--- config.mk ---
export PLATFORM = sky130hd
export DESIGN_NAME = bin2seg_seq
export DESIGN_NICKNAME = d
export VERILOG_FILES = /design/src/rtl/bin2seg_seq.sv
export SDC_FILE = /design/constraint.sdc
export NUM_CORES = 1
export LEC_CHECK = 0
export BUFFER_PORTS_ARGS = -buffer_cell sky130_fd_sc_hd__clkbuf_2
export CAP_MARGIN = 10
export CORE_UTILIZATION = 30
export DETAILED_ROUTE_END_ITERATION = 16
export GPL_ROUTABILITY_DRIVEN = 0
export SETUP_SLACK_MARGIN = 0.3
export SLEW_MARGIN = 30
export SYNTH_ARGS = -nofsm -noshare
export SYNTH_HDL_FRONTEND = slang
export SYNTH_SLANG_ARGS = --single-unit
--- constraint.sdc ---
create_clock -name clk -period 3.25 [get_ports clk]
set_input_delay 0.4875 -clock clk [delete_from_list [all_inputs] [get_ports clk]]
set_output_delay 0.4875 -clock clk [all_outputs]
set_load 0.01 [all_outputs]
--- src/rtl/bin2seg_seq.sv ---
// Captures a 16-bit product, converts it to BCD (one double-dabble shift per cycle) and emits
// one active-low seven-segment digit per cycle. Optional feature macro: BLANK_LEADING_ZERO_EN.
module bin2seg_seq #(
   parameter int unsigned DIGITS = 5
) (
   input  logic        clk,
   input  logic        rst,
   input  logic        start,
   input  logic [15:0] product,
   output logic [6:0]  seg,
   output logic [2:0]  seg_mux_sel,
   output logic        done,
   output logic        busy
);

   localparam int unsigned BcdW = 4 * DIGITS;

   typedef enum logic [1:0] {StIdle, StConv, StEmit} state_t;

   state_t            state_q, state_d;
   logic [BcdW-1:0]   bcd_q, bcd_d;
   logic [15:0]       bin_q, bin_d;
   logic [3:0]        cnt_q, cnt_d;
   logic [2:0]        idx_q, idx_d;
   logic [6:0]        seg_q, seg_d;
   logic [2:0]        sel_q, sel_d;
   logic              done_q, done_d;
   logic [BcdW-1:0]   bcd_adj;
   logic [BcdW+15:0]  shifted;
   logic [2:0]        idx_next;

   function automatic logic [6:0] encode(input logic [3:0] n);
      logic [6:0] p;
      case (n)
         4'd0:    p = 7'b0000001;
         4'd1:    p = 7'b1001111;
         4'd2:    p = 7'b0010010;
         4'd3:    p = 7'b0000110;
         4'd4:    p = 7'b1001100;
         4'd5:    p = 7'b0100100;
         4'd6:    p = 7'b0100000;
         4'd7:    p = 7'b0001111;
         4'd8:    p = 7'b0000000;
         4'd9:    p = 7'b0000100;
         default: p = 7'b1111110;
      endcase
      return p;
   endfunction

   function automatic logic [6:0] digit_pattern(input logic [BcdW-1:0] b, input logic [2:0] idx);
      logic [3:0] nib;
      logic [6:0] p;
`ifdef BLANK_LEADING_ZERO_EN
      logic       upper_zero;
      upper_zero = 1'b1;
      for (int i = 0; i < int'(DIGITS); i++) begin
         if (i >= int'(idx) && b[4*i +: 4] != 4'd0) upper_zero = 1'b0;
      end
`endif
      nib = 4'd0;
      for (int i = 0; i < int'(DIGITS); i++) begin
         if (idx == 3'(i)) nib = b[4*i +: 4];
      end
      p = encode(nib);
`ifdef BLANK_LEADING_ZERO_EN
      // Digit 0 always shows, so a zero product still reads "0".
      if (idx != 3'd0 && upper_zero) p = 7'b1111111;
`endif
      return p;
   endfunction

   always_comb begin
      for (int i = 0; i < int'(DIGITS); i++) begin
         bcd_adj[4*i +: 4] = (bcd_q[4*i +: 4] >= 4'd5) ? 4'(bcd_q[4*i +: 4] + 4'd3)
                                                       : bcd_q[4*i +: 4];
      end
      shifted = {bcd_adj, bin_q} << 1;
   end

   assign idx_next = idx_q + 3'd1;

   always_comb begin
      state_d = state_q;
      bcd_d   = bcd_q;
      bin_d   = bin_q;
      cnt_d   = cnt_q;
      idx_d   = idx_q;
      seg_d   = seg_q;
      sel_d   = 3'd0;
      done_d  = 1'b0;
      unique case (state_q)
         StIdle: begin
            if (start) begin
               bcd_d   = '0;
               bin_d   = product;
               cnt_d   = 4'd0;
               state_d = StConv;
            end
         end
         StConv: begin
            bcd_d = shifted[BcdW+15:16];
            bin_d = shifted[15:0];
            cnt_d = cnt_q + 4'd1;
            // The 16th shift also presents digit 0, so the first digit lands on that edge.
            if (cnt_q == 4'd15) begin
               state_d = StEmit;
               idx_d   = 3'd0;
               seg_d   = digit_pattern(shifted[BcdW+15:16], 3'd0);
               done_d  = 1'b1;
            end
         end
         StEmit: begin
            if (idx_q == 3'(DIGITS - 1)) begin
               state_d = StIdle;
               idx_d   = 3'd0;
            end else begin
               idx_d  = idx_next;
               seg_d  = digit_pattern(bcd_q, idx_next);
               sel_d  = idx_next;
               done_d = 1'b1;
            end
         end
         default: state_d = StIdle;
      endcase
   end

   always_ff @(posedge clk or negedge rst) begin
      if (!rst) begin
         state_q <= StIdle;
         bcd_q   <= '0;
         bin_q   <= '0;
         cnt_q   <= 4'd0;
         idx_q   <= 3'd0;
         seg_q   <= 7'b0000001;
         sel_q   <= 3'd0;
         done_q  <= 1'b0;
      end else begin
         state_q <= state_d;
         bcd_q   <= bcd_d;
         bin_q   <= bin_d;
         cnt_q   <= cnt_d;
         idx_q   <= idx_d;
         seg_q   <= seg_d;
         sel_q   <= sel_d;
         done_q  <= done_d;
      end
   end

   assign seg         = seg_q;
   assign seg_mux_sel = sel_q;
   assign done        = done_q;
   assign busy        = (state_q != StIdle);

endmodule

==> summary.md <==
| Metric | Value |
|---|---|
| Synthesized cell area | `3457 µm²` |
| Post-route ant nets | `0` |
| Max Cap Violations | `0` |
| Final hold violations | `0` |
| Slew Limit Headroom | `51.24%` |
| Drc violations | `0` |
| Post-synth top flop | `dfrtp_1` |
| Worst-skew pair later-pin latency | `0.30 ns` |
| Hold/Removal Path Class | `in2async` |
| Clock sinks | `between 50 and 60` |
| Top post-synthesis cells by count | `55 x dfrtp_1, 52 x nand2_1, 42 x o21ai_0, 30 x ha_1, 22 x inv_1` |
| Filler instances | `roughly 1100` |
| Cts bufs inserted | `5` |
| Pre-CTS WS | `0.5783 ns` |
| Number of port buffers | `30` |
| Crit-path cells | `inv_1 -> ha_1 -> nor2b_1 -> a221o_1 -> a311oi_4 -> inv_1 -> ha_1 -> mux2_2 -> nand2_1 -> a31oi_1` |
| DP Cell Count | `~530` |
| Final nets | `445` |
| Area leader, netlist | `dfrtp_1` |
| First-pass GRT wire length | `12600 µm` |
| DR iter-0 viols | `133` |
| Leak Pwr | `1.834 nW` |
| Starting density of the core | `31.34%` |
| Gr ovfl total | `0` |
| Ranking of synthesized cells by area | `dfrtp_1 40%, ha_1 11%, o21ai_0 6.1%` |
| CP max FO | `9` |
| Reg2Reg Launch Point | `idx_q[0]` |
| Synth Area per Inst | `9.446 µm²` |
| Setup_tns | `0 ns` |
| Cts hold-fix bufs | `0` |
| R2R setup slack | `around 0.57 ns` |
| Post-route clock skew | `0.007241 ns` |
| RSZ-0062 raised after global routing | `false` |
| Clock Pin Slew Worst Setup and Hold Paths | `0.08 ns` |
| Core ar. | `11030 µm²` |
| Type of origin of the critical path | `flip-flop` |
| Largest stage delay, worst path | `roughly 0.45 ns` |
| CTS resizes | `0` |
| Yosys cell types | `50` |
| Detail-routed via count per cell | `4.914` |
| Row Count | `38` |
| Die width | `109.3 µm` |
| GRT Overall Usage | `13.33%` |
| Share of the synthesized area in the top cell type | `39.81%` |
| Pins Over Slew Limit | `0` |
| Worst Setup Path Type | `reg2reg` |
| CTS root buf | `clkbuf_16` |
| Post-DR wirelength/cell | `between 10 and 15 µm` |
| Syn. warnings | `0` |
| Worst EP arrival | `2.84 ns` |
| Final design utilization | `35.82%` |
| Number of global-route vias before repair | `2595` |
| Status | `finished, final reports clean` |
| Crit end category | `flip-flop` |
| Post-synth EDFFs | `0` |
| Fin cells | `537` |
| Largest net degree at the start of global routing | `57` |
| Slew @ Worst Pin | `0.7298 ns` |
| Post-CTS setup buffer count | `0` |
| R2R cell count | `10` |
| # IOs | `31` |
| Fmax | `between 0.3 and 0.4 GHz` |
| Minimum clock period after layout | `2.681 ns` |
| P&R area growth vs syn | `14.30%` |
| Dpl hpwl | `5234 µm` |
| Register area share after synthesis | `40.57%` |
| Pre-antenna DRT Iters | `4` |
| DR vias | `2639` |
| Initial antenna violation count | `0` |
| Ys async rst share | `100.0%` |
| CTS tree | `yes` |
| CP required | `approximately 3.4 ns` |
| Most common cell in the netlist | `dfrtp_1` |
| H-tree levels | `2` |
| # diodes | `0` |
| Die Area | `11960 µm²` |
| Final setup fails | `0` |
| Fin worst setup slack | `0.5693 ns` |
| Final period util | `around 82%` |
| Final wirelength | `7231 µm` |
| Worst hold slack | `0.3202 ns` |
| Slowest cell on crit path | `dfrtp_1` |
| Clock Path Buffers | `2` |
| Max VDD drop | `0.4567 mV` |
| Cells after Synth | `366` |
| Die Ht | `109.3 µm` |
| FF-to-FF End | `seg[3]` |
| Pwr Density | `717.1 nW/µm²` |
| Yosys reg bits | `56` |
| Syn Nets | `415` |
| Layout cells sized above 1 | `between 10% and 20%` |
-- final cells by class --
cell class / count / area [µm²] / area share, %
Multi-Input combinational cell: 277 / 1933 / 48.92
Sequential cell: 56 / 1403 / 35.50
Timing Repair Buffer: 34 / 180.2 / 4.560
Tap cell: 140 / 175.2 / 4.433
Clock buffer: 6 / 138.9 / 3.515
Inverter: 22 / 82.58 / 2.090
Clock inverter: 2 / 38.79 / 0.9816
-- sequential cells by signal, summed over array words and instances (netlist names) --
register,cells
bcd_q,20
state_q,2
bin_q,16
done,1
idx_q,3
cnt_q,4
seg_mux_sel,3
seg,7
-- critical path: cells and delay by family, from the launching register on --
kind	cells	cell delay, ns
DFF	1	0.45
muxes	1	0.26
buffers and inverters	2	0.23
AOI/OAI and AO/OA	3	0.79
adders and majority gates	2	0.62
and+or+nand+nor	2	0.19
-- cell usage in the layout, fill, tap and decap left out, types with 3 or more instances in the layout --
| master | synthesis | routed |
|---|---|---|
| dfrtp_1 | 55 | 55 |
| mux2i_1 | 16 | 16 |
| ha_1 | 30 | 30 |
| inv_1 | 22 | 22 |
| nand2b_1 | 9 | 9 |
| and3_2 | 4 | 4 |
| clkbuf_2 | 0 | 30 |
| and2_1 | 3 | 3 |
| and3_1 | 5 | 5 |
| nor2_1 | 16 | 16 |
| buf_4 | 0 | 4 |
| nor3_1 | 7 | 7 |
| clkbuf_16 | 0 | 5 |
| nand2_1 | 52 | 52 |
| o31ai_1 | 3 | 3 |
| a31oi_1 | 5 | 5 |
| o21ai_0 | 42 | 42 |
| xnor2_1 | 6 | 6 |
| mux2_2 | 8 | 8 |
| xor2_1 | 4 | 4 |
| a21oi_1 | 18 | 18 |
| nand3_1 | 8 | 8 |
| nor2b_1 | 5 | 5 |
| a221o_1 | 4 | 4 |
-- layer usage --
metal	wire [µm]	up-vias	part of all wire (%)	track usage (%)
met4	55	0	0.76	2.762
met3	235	7	3.2	2.193
met1	3637	1244	50	19.44
met2	3303	42	46	20.71
li1	-	1346	-	-
met5	0	-	0	0
-- where the power goes --
part	internal [mW]	switching (mW)	total (mW)
clock	0.387	0.262	0.649
combinational	0.473	0.702	1.17
sequential	0.869	0.140	1.01
total	1.73	1.10	2.83
-- kinds of logic (layout without fill, tap and decap cells) --
| logic type | after synthesis | count (layout) | share of synthesized area [%] |
|---|---|---|---|
| simple gates | 117 | 117 | 16.14 |
| compound gates | 96 | 96 | 19.04 |
| flops | 56 | 56 | 40.57 |
| buf+inv | 33 | 64 | 3.619 |
| fa+ha+maj | 30 | 30 | 10.86 |
| mux | 24 | 24 | 7.239 |
| xor+xnor | 10 | 10 | 2.533 |
-- stage by stage --
stage / instance area [µm²] / total power, mW
after floorplan: 3457 / 1.891
after global placement: 3774 / 2.175
after detailed placement: 3774 / 2.210
after CTS: 3951 / 2.871
after global routing: 3951 / 3.082
final: 3951 / 2.834
-- worst max-delay path by stage --
stage / start / to / cells past startpoint
6_report: idx_q[0] / seg[3] / 10
5_1_grt: idx_q[0] / seg[6] / 8
4_1_cts: idx_q[0] / seg[3] / 10
3_5_place_dp: idx_q[0] / seg[3] / 10
3_3_place_gp: idx_q[0] / seg[1] / 8
2_1_floorplan: idx_q[0] / seg[3] / 11
Power figures use the tool's default switching activity.
